==> config.mk <==
export PLATFORM = sky130hd
export DESIGN_NAME = red_tree_collector
export DESIGN_NICKNAME = d
export VERILOG_FILES = /design/src/rtl/red_tree_collector.sv
export SDC_FILE = /design/constraint.sdc
export NUM_CORES = 1
export LEC_CHECK = 0
export CORE_ASPECT_RATIO = 0.5
export CORE_MARGIN = 2
export CORE_UTILIZATION = 34
export CTS_BUF_LIST = sky130_fd_sc_hd__clkbuf_8 sky130_fd_sc_hd__clkbuf_16
export CTS_CLUSTER_DIAMETER = 40
export DETAILED_ROUTE_END_ITERATION = 10
export SYNTH_ARGS = -nofsm -noshare
export SYNTH_HDL_FRONTEND = slang
export SYNTH_SLANG_ARGS = --single-unit
==> constraint.sdc <==
create_clock -name clk -period 3.27 [get_ports clk]
set_clock_uncertainty 0.15 [all_clocks]
set_input_delay 0.4905 -clock clk [delete_from_list [all_inputs] [get_ports clk]]
set_output_delay 0.4905 -clock clk [all_outputs]
set_load 0.02 [all_outputs]
==> src/rtl/red_tree_collector.sv <==
// red_tree_collector: drains one snapshot of FAN reduction-tree node sums
// onto a valid/ready stream, lowest valid node index first, root last.

// One tree node's storage: a captured sum and its pending flag.
module red_tree_collector_node #(
  parameter int S = 13
) (
  input  logic         clk,
  input  logic         rst_n,
  input  logic         load,
  input  logic [S-1:0] ld_sum,
  input  logic         ld_vld,
  input  logic         clr,
  output logic [S-1:0] sum,
  output logic         pend
);

  // Capture on snapshot accept; drop the pending flag once its beat is taken.
  always_ff @(posedge clk or negedge rst_n) begin
    if (!rst_n) begin
      sum  <= '0;
      pend <= 1'b0;
    end else if (load) begin
      sum  <= ld_sum;
      pend <= ld_vld;
    end else if (clr) begin
      pend <= 1'b0;
    end
  end

endmodule

module red_tree_collector #(
  parameter int N    = 32,
  parameter int W    = 8,
  parameter int S    = W + $clog2(N),
  parameter int I    = $clog2(N),
  parameter int FC_W = 16
) (
  input  logic                    clk,
  input  logic                    rst_n,
  input  logic                    in_valid,
  output logic                    in_ready,
  input  logic [N-2:0][S-1:0]     id_sums,
  input  logic [N-2:0]            id_valids,
  output logic                    out_valid,
  input  logic                    out_ready,
  output logic [S-1:0]            out_sum,
  output logic [I-1:0]            out_idx,
  output logic                    out_last,
  output logic [FC_W-1:0]         frame_count
);

  localparam int M = N - 1;

  typedef enum logic {IDLE, DRAIN} state_t;

  state_t              state;
  logic [M-1:0]        pend;
  logic [M-1:0][S-1:0] sum_q;
  logic [M-1:0]        pick;
  logic [M-1:0]        clr;
  logic                load;
  logic                single;
  logic                take;

  // Snapshot accepted only while idle; input data ignored otherwise.
  assign load = (state == IDLE) && in_valid;
  assign take = (state == DRAIN) && out_ready;

  // Isolate the lowest pending bit; that node is the current beat.
  assign pick   = pend & ~(pend - M'(1));
  assign single = (pend != '0) && ((pend & (pend - M'(1))) == '0);
  assign clr    = take ? pick : '0;

  genvar g;
  generate
    for (g = 0; g < M; g++) begin : g_node
      red_tree_collector_node #(.S(S)) u_node (
        .clk    (clk),
        .rst_n  (rst_n),
        .load   (load),
        .ld_sum (id_sums[g]),
        .ld_vld (id_valids[g]),
        .clr    (clr[g]),
        .sum    (sum_q[g]),
        .pend   (pend[g])
      );
    end
  endgenerate

  // Priority encode the lowest pending node index.
  always_comb begin
    out_idx = '0;
    for (int i = M - 1; i >= 0; i--) begin
      if (pend[i]) out_idx = I'(i);
    end
  end

  assign out_sum   = sum_q[out_idx];
  assign out_valid = (state == DRAIN);
  assign in_ready  = (state == IDLE);
  assign out_last  = (state == DRAIN) && single;

  // Frame sequencing and completed-frame counting.
  always_ff @(posedge clk or negedge rst_n) begin
    if (!rst_n) begin
      state       <= IDLE;
      frame_count <= '0;
    end else begin
      case (state)
        IDLE: if (in_valid) begin
          if (id_valids != '0) state <= DRAIN;
          else                 frame_count <= frame_count + 1'b1;
        end
        DRAIN: if (out_ready && single) begin
          state       <= IDLE;
          frame_count <= frame_count + 1'b1;
        end
        default: state <= IDLE;
      endcase
    end
  end

endmodule

## Yosys cells after proc, flatten, opt, wreduce, memory -nomap -nowiden

Index checks and enable logic that the tools add are counted.

| storage, ports and cells | value |
|---|---|
| flip-flop bits (word level) | 451 |
| latch bits | 0 |
| bits in writable memories | 0 |
| bits in read-only memories | 0 |
| input bits | 438 |
| word-level logic and storage cells | 218 |
| memories | 0 |

| cells by class | value |
|---|---|
| add/sub/neg operators | 2 |
| multipliers | 0 |
| divide/modulo/power cells | 0 |
| order comparisons | 1 |
| equal/unequal tests | 3 |
| shifts and indexed selects | 0 |
| multiplexer cells | 104 |
| bitwise gates (word level) | 4 |
| reduce and logical (&&, ||, !) cells | 40 |

Operators with widths:

| cell | number |
|---|---|
| $mux 5 | 31 |
| $bmux 13 s5 | 1 |
| $mux 1 | 65 |
| $and 31x31->31 | 2 |
| $reduce_bool 2->1 | 31 |
| $reduce_bool 31->1 | 2 |
| $mux 16 | 3 |
| $pmux 16 s2 | 1 |
| $logic_not 31->1 | 1 |
| $mux 31 | 1 |
| $not 31->31 | 1 |
| $sub 31x1->31 const B | 1 |
| $add 16x1->16 const B | 1 |
| $mux 13 | 1 |
| $lt 5x6->1 const B | 1 |
| $logic_and 1x1->1 | 5 |
| $ne 2x2->1 const B | 2 |
| $reduce_and 3->1 | 1 |
| $ne 2x1->1 const B | 1 |
| $pmux 1 s2 | 1 |
| $not 1->1 | 1 |

## Depth between registers and ports, before layout

Gate-level depths: netlist (run 1).

| logic depth | value |
|---|---|
| word-level depth | 33 |
| gate-level depth with buffers | 14 |
| mapped depth without buffers | 10 |

## Cells and area by module

A second synthesis (run 1) with hierarchy kept.

| unflattened totals | value |
|---|---|
| cells, all modules | 1856 |
| area total of the unflattened synthesis | 23392.4 um^2 |

Modules (own cells, without submodules):

| module | times used | cells an instance | area an instance (um^2) | seq. area each (um^2) |
|---|---|---|---|---|
| red_tree_collector_node | 31 | 31 | 571.8 | 350.3 |
| red_tree_collector | 1 | 895 | 5666.7 | 425.4 |

## Least setup slack after synthesis (run 1)

No wires, ideal clock.

| timing path | value |
|---|---|
| path type | register to output |
| start | register g_node[24].u_node.pend |
| end | output port out_sum[0] |
| data arrival time | 3.098 ns |
| data required time | 2.629 ns |
| setup slack | -0.469 ns |
| cell stages (with the launch flop) | 10 |
| path buffers | 1 |
| cells stage by stage | dfrtp_1 -> or4_4 -> or3_4 -> o21bai_1 -> a31oi_1 -> nor2b_1 -> buf_2 -> a22oi_1 -> o31ai_1 -> nor4b_1 |

| on the way | value |
|---|---|
| longest elaborated chain between the ends | 27 |

Ends and longest elaborated chain:

| element | line | text |
|---|---|---|
| from (decl) | 15 | `output logic pend` |
| from (signal assigned) | 25 | `pend <= ld_vld;` |
| $mux 5 (25 in a row) | 96 | `if (pend[i]) out_idx = I'(i);` |
| named net out_idx[3] | 49 | `output logic [I-1:0] out_idx,` |
| $bmux 13 s5 | 100 | `assign out_sum = sum_q[out_idx];` |
| $mux 13 (not written as such) | 100 |  |
| to (decl) | 48 | `output logic [S-1:0] out_sum,` |

The timed path passes the listed nets, and every way through them passes these cells. The select of a mux whose other input is x is not followed.

## Worst setup path in the final report (run 1)

| timing path | value |
|---|---|
| start | register g_node[27].u_node.pend |
| end | output port out_sum[10] |

| on the way | value |
|---|---|
| longest elaborated chain between the ends | 30 |

Ends and longest elaborated chain:

| element | line |
|---|---|
| from (decl) | 15 |
| from (signal assigned) | 25 |
| $mux 5 (28 in a row) | 96 |
| $bmux 13 s5 | 100 |
| $mux 13 (not written as such) | 100 |

Every way passes these cells. The select of a mux whose other input is x is not followed.

==> results of run 1 <==
through the flow:
| step | setup slack [ns] | TNS (ns) |
|---|---|---|
| after global routing | -1.08 | -19.55 |
| final | -0.974 | -13.72 |
| after detailed placement | -0.953 | -13.83 |
| after global placement | -1.01 | -14.71 |
| after floorplan | -0.0660 | -0.429 |
| after CTS | -1.02 | -16.70 |
cell type report:
class	count	area, um2	area share [%]
Clock inverter	33	380	1.20
Antenna cell	6	15.0	0.0472
Multi-Input combinational cell	1960	10300	32.5
Timing Repair Buffer	723	7330	23.1
Sequential cell	451	11300	35.5
Inverter	12	55.1	0.173
Tap cell	837	1050	3.29
Clock buffer	57	1360	4.27
cell usage in the layout, fill, tap and decap left out, types with 6 or more instances in the layout:
cell type	Yosys	routed
a221o_1	10	10
buf_8	0	9
buf_6	5	40
diode_2	0	6
mux4_2	26	26
clkinv_2	0	8
inv_1	10	18
dfrtp_1	451	448
buf_12	0	34
clkdlybuf4s50_1	0	454
nand4_1	11	11
a31oi_1	25	12
nor4_1	18	8
clkbuf_8	3	6
nor2_1	36	33
a21oi_1	62	53
o21ai_0	31	28
buf_4	3	176
nor3_1	15	14
nand3_1	79	74
clkbuf_16	0	55
a31oi_4	0	9
xnor2_1	13	12
mux2i_1	48	46
or3_1	7	7
nand2_1	1440	1436
o221ai_1	13	8
nor4_4	2	11
a21oi_2	0	9
bufinv_16	0	7
mux2_2	15	15
flip-flops by register name (all words and copies together), names as in the netlist:
| signal | cells |
|---|---|
| g_node.u_node.sum | 403 |
| out_valid | 1 |
| frame_count | 16 |
| g_node.u_node.pend | 31 |
cell families after synthesis:
group | synth area share, %
AND/OR/NAND/NOR | 30.6
flip-flops | 52.6
AO/OA/AOI/OAI | 6.69
buffers and inverters | 3.55
XOR/XNOR | 0.613
adder cells (fa/ha/maj) | 0.152
multiplexers | 5.76
repair_timing:
| action | CTS | global route |
|---|---|---|
| resized for setup | 201 | 61 |
| buffers inserted | 54 | 21 |
| pin swaps | 53 | 35 |
| endpoints found under the hold margin | 62 | 0 |
| hold buffers | 1 | 0 |
| gates cloned | 3 | 6 |
| endpoints found under the setup margin | 34 | 34 |
how the worst min path moves through the flow:
stage,endpoint,slack [ns],depth (start not counted)
CTS,g_node[19].u_node.sum[1],0.25,3
floorplan,frame_count[0],0.04,0
detailed placement,g_node[19].u_node.sum[10],0.31,2
global placement,g_node[6].u_node.sum[3],0.31,2
global route,g_node[16].u_node.sum[12],0.27,3
finish,g_node[3].u_node.sum[12],0.28,3
metal layers:
| layer | up-vias | GRT usage (%) | share of wire (%) |
|---|---|---|---|
| li1 | 9636 | - | - |
| met1 | 10100 | 29.4 | 39 |
| met2 | 548 | 43.7 | 52 |
| met3 | 135 | 3.44 | 4.9 |
| met4 | 0 | 9.05 | 3.8 |
| met5 | - | 0 | 0 |
worst max-delay path: stages (launching register included):
cell and delay [ns]:
dfrtp_1 0.38, buf_4 0.13, nor2_1 0.09, a221o_1 0.19
a211oi_2 0.10, a211o_4 0.39, buf_12 0.15, nand2_8 0.14
buf_6 0.13, mux4_2 0.50, a22oi_2 0.31, o31ai_4 0.14
nor4b_4 0.16, buf_4 0.18
==> results list, run 1 <==
- Worst Reg-to-Reg Cells: 16
- In the routed design, unresolved DRC markers number 0.
- Transition time of the tightest slew-check pin: 1.09 ns
* Global-route total usage across every layer: 24.2%
- After layout, the minimum clock period comes to 4.24 ns.
- R2R Path Start: g_node[11].u_node.pend
- Clock-pin slew reported for the worst setup and hold paths after clock tree synthesis: 0.07 ns
* Total Nets Final: 3636
- The die is 359 um wide.
- The floorplan has 65 rows.
- In this run the critical register-to-register path is captured at frame_count[5].
- For this run, the detailed router's first-pass iteration total came to 5.
- Final weighted congestion in routability-driven placement: 0.938
- The floorplan step defined a die boundary enclosing 0.0652 mm2.
- Via count of the first global-routing pass: 20.6k
- After synthesis, the cell types taking the most area are dfrtp_1 (53%), nand2_1 (25%), mux4_2 (2.7%).
- Number of DRC markers after the initial detailed-route iteration: 1695
* Post-synthesis average cell area: 8.30 um2
* Global-route wire length before repair: 122 mm
- Number of antenna violations at the first check in global routing: 6
- Clock latency reported for the late side of the worst-skew pair: 0.58 ns
- Share of the cycle needed by the critical path after routing: 130%
- The most common cell in the synthesized netlist is nand2_1.
* Normalized max-slew margin: 27.1%
- Endpoint of the worst setup timing path: out_sum[10]
- Of the synthesized area, sequential elements account for 52.6%.
- Tightest Hold Check Type: in -> reg
* Final worst setup slack: -0.974 ns
- The count of nets left with antenna violations once routing finished came out at 0.
- STA classifies the critical path startpoint as a flop.
- Start point of the worst min-delay path: id_sums[51]
* Total via count after detailed routing: 20.4k
- Largest area contributor in the netlist: dfrtp_1
- In this run, synthesis inferred 0 flip-flops with an integrated enable.
- Failing checks: negative setup slack
- Die Ht: 182 um
- Leading post-synthesis cells by instance count: nand2_1 (1440), dfrtp_1 (451), clkbuf_1 (125)
* Detailed Route WL: 81.7 mm
- The H-tree was split into 2 levels.
* Placed cell count: 3927
- Number of cells produced by synthesis: 2584
- From synthesis to final layout, the design area changed by 48.3%.
- Cells with a size suffix above 1 make up 16.1% of the layout.
- Max Slew Vio Count: 0
- In this run the count of I/O pins placed on the die edge is 475.
* Core outline area: 0.0627 mm2
- The run finished, with violations left.
- Remaining global-route overflow: 0
- #FFs+latches synth: 451
- Highest Clock Rate: 236 MHz
- Number of CTS-inserted buffers: 49
- Initial core utilization: 34.2%
- Top flip-flop cell by instance count after synthesis: dfrtp_1
* Worst-path fanout max: 6
* Max-cap viol count: 0
- The tree built by TritonCTS fans out to 451 sinks.
- Endpoint required time on the critical path: 2.63 ns
- Post-layout util: 50.7%
- Count of buffers from port buffering: 474
- The critical path is of the reg -> out type.
* Mapped Area: 0.0214 mm2
- Via-to-Cell Ratio: 5.00
- Sort of element at the end of the critical path: output port
- Async set or reset register ratio after synthesis: 100%
* Placed standard-cell area: 0.0286 mm2
- Number of setup violations in the final report: 33
- TritonCTS built the clock tree.
- CTS root buf: clkbuf_16
* Final number of hold-violating endpoints: 0
* Maximum number of pins on one net before global-route repair: 223
- Unrepaired setup endpoints after global routing: yes
- Fillcell total: 5823
- The critical path starts at g_node[27].u_node.pend.
* Total non-filler cell area in the finished layout: 0.0318 mm2
- After detailed routing, the average wire length per cell comes to 20.0 um.
- The longest clock path from root to sink contains 3 buffers.
- Critical path arrival: 3.60 ns
- Setup slack on the worst reg-to-reg path comes out at -0.11 ns.
- Top-area cell type share of the netlist area: 52.6%
- The wire-length estimate of the detail-placed layout is 59.6 mm.
- Yosys printed 0 warnings.
- Hold is met by 0.276 ns.
- Number of different library cells in the post-synthesis netlist: 71
- Syn Nets: 3023
- Leaving out filler cells and counting taps, the final layout contains 4079.
Power of run 1 is left out: the tool's default activity adds up to more than one toggle a clock period on the data nets, which glitch-free logic cannot reach.
==> run 2, diff against run 1 <==
--- a/config.mk
+++ b/config.mk
@@ -7,2 +7,3 @@
 export LEC_CHECK = 0
+export CAP_MARGIN = 20
 export CORE_ASPECT_RATIO = 0.5
@@ -13,2 +14,3 @@
 export DETAILED_ROUTE_END_ITERATION = 10
+export GPL_TIMING_DRIVEN = 0
 export SYNTH_ARGS = -nofsm -noshare
--- a/constraint.sdc
+++ b/constraint.sdc
@@ -4,2 +4,2 @@
 set_output_delay 0.4905 -clock clk [all_outputs]
-set_load 0.02 [all_outputs]
+set_load 0.05 [all_outputs]
==> run 2 against run 1 <==
Net effect: the run still ends with negative setup slack left; flip-flop and latch count unchanged; hold slack worse by 0.0027 ns; setup slack worse by 0.27 ns; maximum frequency down 5.9%; cell count down 0.96%; global-route usage up 2.5 points; non-clock buffer count down 35; wire length up 8.7%; final area down 2.5%.
==> results list, run 2 (synthesized netlist as in run 1, its figures left out) <==
- Global-route wire length before repair: 130 mm (+6.6%)
- The routed wire length per instance came to 22.0 um (+9.7%).
- The maximum frequency from static timing analysis came to 222 MHz (-5.9%).
- The iteration count of the initial detailed-routing pass came to 8 (+3).
- Share of the cycle needed by the critical path after routing: 138% (+8.1 points)
- Clock tree sinks: 451 (unchanged)
- Area delta synth->final: 44.5%
- Unrepaired setup endpoints after global routing: yes
- The number of buffers on the longest clock path came to 3 (unchanged).
- The setup path with the least slack is of type reg -> out.
* Worst setup SP type: flop
- The global routing stage identified its most utilized layer as met2.
- Most common cell after layout, fill and taps aside: nand2_1
* Placed standard-cell area: 0.0277 mm2 (-3.4%)
* Final number of hold-violating endpoints: 0 (unchanged)
* Antenna violation net count after detailed routing: 0 (unchanged)
- The fraction of met2 tracks used by global routing is 45.4% (+1.7 points).
- The number of flip-flops under the largest register name was 403 (unchanged).
* Max Slew Vio Count: 0 (unchanged)
- Clock latency reported for the late side of the worst-skew pair: 0.59 ns (about the same)
- Final routed DRC violation total: 0 (unchanged)
* Die area: 0.0652 mm2 (unchanged)
- The largest net degree at the start of global routing was 117 (-48%).
- Tightest Hold Check Type: in -> reg
* Sum of net half-perimeters after detailed placement: 67.5 mm (+13%)
* Worst-path fanout max: 8 (+2)
- Number of placement rows: 65 (unchanged)
- The starting DRC count in detailed routing is 1763 (+4.0%).
- # H-tree levels: 2 (unchanged)
- Number of setup violations in the final report: 16 (-52%)
* Global-route total usage across every layer: 26.6% (+2.5 points)
- Final weighted congestion in routability-driven placement: 0.945 (+0.76%)
* Detailed Route WL: 88.8 mm (+8.7%)
* GR met1 Demand/Resource: 33.6% (+4.2 points)
- Run status: finished, violations left
* Via count of the first global-routing pass: 20.6k (-0.27%)
- Clock-pin slew reported for the worst setup and hold paths after clock tree synthesis: 0.07 ns (about the same)
- Max-cap viol count: 0 (unchanged)
- Total Nets Final: 3599 (-1.0%)
- The number of cells on the worst reg-to-reg path was 11 (-5).
* Die Ht: 182 um (unchanged)
* Layout cell share with drive strength beyond 1: 13.3% (-2.8 points)
* Initial core utilization: 34.2% (unchanged)
- STA classifies the critical path endpoint as an output port.
- GR Util met3: 4.47% (+1.0 points)
* Failing checks: negative setup slack
- Horiz. Die Dim: 359 um (unchanged)
- The slew at the pin closest to its max-slew limit came to 1.25 ns (+0.154 ns).
- Endpoint required time on the critical path: 2.63 ns (about the same)
* Clock tree from TritonCTS: done
- Via-to-Cell Ratio: 5.13 (+2.4%)
- Count of buffers from port buffering: 474 (unchanged)
- Counting flops per register, the top entry is g_node.u_node.sum.
- Normalized max-slew margin: 16.8% (-10 points)
- Number of primary I/O pins: 475 (unchanged)
* Total non-filler cell area in the finished layout: 0.0310 mm2 (-2.5%)
- The arrival time of data at the critical path endpoint is 3.87 ns (+0.27 ns).
* Number of antenna violations at the first check in global routing: 9 (+3)
* Registers with the most flip-flops: g_node.u_node.sum (403), g_node.u_node.pend (31), frame_count (16)
- Most frequent cells in the layout: nand2_1 (1437), clkdlybuf4s50_1 (454), dfrtp_1 (433), clkbuf_1 (95), nand3_1 (78)
* Remaining global-route overflow: 0 (unchanged)
- The post-route worst hold slack came to 0.273 ns (-0.00274 ns).
* CTS root buf: clkbuf_16
- The cell count of the worst hold path came to 3 (unchanged).
* Final worst setup slack: -1.24 ns (-0.265 ns)
- Final critical path time including I/O delays and setup: 4.51 ns (+0.265 ns)
- The total number of vias came to 20.7k (+1.5%).
- Core outline area: 0.0627 mm2 (unchanged)
- The CTS buffer count came to 48 (-2.0%).
[run 2: cell types whose count changed in the layout (fill, tap and decap cells not counted), sizes merged]
cell	change
bufbuf	+1
nand2	-1
clkbuf	+119
inv	-9
bufinv	-4
clkinv	-1
clkinvlp	+5
buf	-152
diode	+3
[run 2: repair_timing]
action | in CTS | in global routing
pin swaps | 31 | 35
setup endpoints to repair | 35 | 33
gates cloned | 2 | 1
resized for setup | 346 | 70
buffers inserted | 31 | 21
endpoints found under the hold margin | 73 | 0
hold buffers | 1 | 0
[run 2: area by class of cell]
cell class | instances | area, um2
Fill cell | 5937 | 31700
Timing Repair Buffer | 532 | 5420
Buffer | 156 | 1110
Antenna cell | 9 | 22.5
Tap cell | 837 | 1050
Clock inverter | 24 | 225
Inverter | 12 | 65.1
Clock buffer | 60 | 1380
Sequential cell | 451 | 11300
Multi-Input combinational cell | 1959 | 10400
[run 2: critical path, cell delays in order (launching register included)]
cell and delay, ns:
dfrtp_2 0.42, nor3b_1 0.14, o31a_1 0.25, o31ai_2 0.27
nand4_1 0.18, a22oi_2 0.28, buf_12 0.17, inv_8 0.05
buf_12 0.15, buf_12 0.15, mux4_2 0.34, a22oi_2 0.33
o31ai_2 0.17, nor4b_4 0.18, buf_6 0.17
[run 2: per-layer routing]
metal | share of wire [%] | vias to the layer above
met2 | 49 | 648
met5 | 0 | -
met1 | 40 | 10300
met4 | 4.4 | 0
li1 | - | 9580
met3 | 5.8 | 186
[run 2: final timing paths]
| kind | startpoint | end | slack [ns] |
|---|---|---|---|
| setup / recovery | g_node[30].u_node.pend | out_sum[2] | -1.24 |
| hold / removal | id_sums[375] | g_node[28].u_node.sum[11] | 0.27 |
| setup reg to reg | g_node[25].u_node.pend | frame_count[9] | 0.06 |
| hold reg to reg | g_node[22].u_node.sum[7] | g_node[22].u_node.sum[7] | 0.32 |
| max in group asynchronous | rst_n | g_node[6].u_node.sum[4] | 1.13 |
| min in group asynchronous | rst_n | frame_count[7] | 0.32 |
[run 2: through the flow]
step	util (%)	TNS (ns)	std cells	worst slack (ns)
2_1_floorplan	-	-3.48	2584	-0.391
3_3_place_gp	44.0	-8631.04	3895	-20.81
3_5_place_dp	44.1	-76.52	3899	-2.10
4_1_cts	48.7	-15.40	4011	-1.17
5_1_grt	49.4	-16.77	4040	-1.26
6_report	49.4	-15.86	4040	-1.24
Power of run 2 is left out for the same reason.
==> run 3, diff against run 2 <==
- CORE_ASPECT_RATIO: 0.5 -> default
==> run 3 against run 2 <==
Net effect: the run still ends with negative setup slack left; sequential share of layout area shrank 1.6 points; flip-flop and latch count unchanged; final area is 4.4% higher; hold slack got worse by 0.053 ns; register-to-register slack lost 0.14 ns; critical path depth shrank 1; utilization increased by 2.2 points; non-clock buffer count increased by 7; critical endpoint unchanged; cell count up 1.8%.
==> results list, run 3 (synthesized netlist as in run 1, its figures left out) <==
- The initial core utilization came to 34.2% (about the same).
* Sum of net half-perimeters after detailed placement: 69.1 mm (+2.4%)
- Count of buffers from port buffering: 474 (unchanged)
- The final critical delay including setup and external delays came to 4.50 ns (-0.00646 ns).
- The clock transition at the registers of the reported paths came to 0.05 ns (-0.02 ns).
- The worst slew margin relative to its limit was 43.9% (+27 points).
- The number of max-cap violations was 0 (unchanged).
- Maximum number of pins on one net before global-route repair: 116 (-0.85%)
- The final number of hold-violating endpoints came to 0 (unchanged).
- The leftover overflow at the end of global routing came to 0 (unchanged).
- The root buffer cell chosen for the clock tree is clkbuf_16.
- Die area: 0.0651 mm2 (-0.19%)
* Die Ht: 255 um (+41%)
- The number of vias per cell was 5.14 (+0.20%).
- Reg with most FFs: g_node.u_node.sum
- The total setup violations reported at the end of the flow is 26 (+10).
- The run finished, with violations left.
- Sum of buffers and inverters on the critical path: 4 (-1)
- The post-route DRC violation count was 0 (unchanged).
- The library cell used most frequently in the layout, excluding fill and tap cells, is nand2_1.
- The starting DRC count in detailed routing came to 1688 (-4.3%).
- The area of the multi-input gates came to 0.0105 mm2 (+0.73%).
* Total area of sequential cells: 0.0113 mm2 (about the same)
- Clock tree from TritonCTS: done
- The largest registers in the layout are g_node.u_node.sum (403), g_node.u_node.pend (31), frame_count (16).
- Flip-flop count of the largest register after layout: 403 (unchanged)
* Final weighted congestion in routability-driven placement: 0.900 (-4.7%)
- Fillcell total: 5808 (-2.2%)
* Global-route total usage across every layer: 27.8% (+1.2 points)
- Unrepaired setup endpoints after global routing: yes
- Detailed Route WL: 92.1 mm (+3.7%)
* Number of placement rows: 92 (+42%)
- Gate family responsible for the most delay along the worst path: simple AND/OR/NAND/NOR gates
* Via count of the first global-routing pass: 21.4k (+4.0%)
- # H-tree levels: 3 (+1)
- Worst setup SP type: flop
- Global-route wire length before repair: 132 mm (+1.8%)
- The post-route worst hold slack came to 0.220 ns (-0.0532 ns).
- The number of buffers on the longest clock path came to 3 (unchanged).
- The post-route fraction of the period consumed by the critical path came to 138% (-0.20 points).
- Total via count after detailed routing: 21.1k (+2.0%)
- Slowest-stage cell, CP: dfrtp_2
- Antenna violation net count after detailed routing: 0 (unchanged)
- Horiz. Die Dim: 255 um (-29%)
* First-pass DRT Iterations: 5 (-3)
- Most frequent cells in the layout: nand2_1 (1436), clkdlybuf4s50_1 (454), dfrtp_1 (437), clkbuf_1 (94), clkbuf_16 (85)
* Worst-path fanout max: 11 (+3)
* Cell Count, Final, Fillers Out: 4113 (+1.8%)
* Cells traversed along the worst timing path: nand2b_1 -> a21oi_1 -> or3_1 -> a211o_1 -> nand2_4 -> buf_12 -> buf_12 -> bufbuf_16 -> nand2_1 -> a32o_1 -> o31ai_4 -> nor4b_4 -> buf_6
* Drt wl/cell: 22.4 um (+1.9%)
* Number of primary I/O pins: 475 (unchanged)
* Core outline area: 0.0627 mm2 (about the same)
- Transition time of the tightest slew-check pin: 0.841 ns (-0.407 ns)
- Failing checks: negative setup slack
- The critical path's largest stage delay is 0.47 ns (+0.05 ns).
- Area delta synth->final: 51.0%
- Cell type with the highest occurrence count on the critical path: buf_12
* Total Nets Final: 3637 (+1.1%)
- The maximum frequency from static timing analysis is 222 MHz (+0.14%).
- The post-layout worst setup margin came to -1.23 ns (+0.00646 ns).
* Critical path arrival: 3.86 ns (about the same)
- In this run the worst hold path is classified as in -> async.
* Max Slew Vio Count: 0 (unchanged)
* Clock latency reported for the late side of the worst-skew pair: 0.62 ns (+0.03 ns)
- The fraction of final layout cells with drive strength greater than 1 is 15.0% (+1.7 points).
- Critical setup path kind: reg -> out
- Placed cell count: 3909 (+0.26%)
* Number of antenna violations at the first check in global routing: 20 (+11)
- Sort of element at the end of the critical path: output port
- The CTS buffer count is 79 (+65%).
* Clock tree sinks: 451 (unchanged)
- Endpoint required time on the critical path: 2.63 ns (about the same)
## run 3: cell count changes in the layout (fill, tap and decap cells not counted), moves of 6 or more
cell / change
clkbuf_16: +34
buf_4: +8
bufinv_16: +6
clkinv_4: +8
o221ai_4: +6
## run 3: metrics by stage
step                setup WS, ns  cell area (um2)  setup TNS, ns  utilization (%)
finish                     -1.23            32400         -16.30             51.6
global route               -1.30            32400         -19.73             51.6
CTS                        -1.32            31900         -18.24             50.9
detailed placement         -2.12            27700         -75.96             44.2
global placement          -20.11            27600       -8378.88             43.9
floorplan                 -0.391            21800          -3.48                -
## run 3: final timing paths
| kind | start | endpoint | slack, ns | depth (start not counted) |
|---|---|---|---|---|
| setup / recovery | g_node[7].u_node.pend | out_sum[2] | -1.23 | 13 |
| hold / removal | rst_n | g_node[13].u_node.sum[11] | 0.22 | 2 |
| setup reg to reg | g_node[27].u_node.pend | frame_count[9] | -0.08 | 11 |
| hold reg to reg | g_node[23].u_node.sum[5] | g_node[23].u_node.sum[5] | 0.31 | 2 |
| max in group asynchronous | rst_n | g_node[30].u_node.pend | 1.26 | 4 |
| min in group clk | id_sums[151] | g_node[11].u_node.sum[8] | 0.24 | 3 |
## run 3: cell type report
class	count	area share [%]
clock buffer	91	6.69
inverter	12	0.170
antenna	6	0.0464
sequential	451	34.9
tap	846	3.27
buffer	156	3.46
multi-input combinational	1959	32.4
timing repair buffer	539	17.1
clock inverter	53	1.90
## run 3: what timing repair did
item / 4_1_cts / 5_1_grt
resized for setup: 354 / 65
hold buffers: 1 / 0
pin swaps: 42 / 36
gates cloned: 4 / 3
endpoints found under the setup margin: 34 / 53
endpoints found under the hold margin: 47 / 0
buffers inserted: 34 / 19
## run 3: routing by layer
layer,track usage (%),wire length (um),vias up
met4,12.0,3700,28
met2,44.9,43100,896
met1,35.9,37800,10300
met3,6.35,7290,196
li1,-,-,9683
met5,0,189,-
Power of run 3 is left out for the same reason.
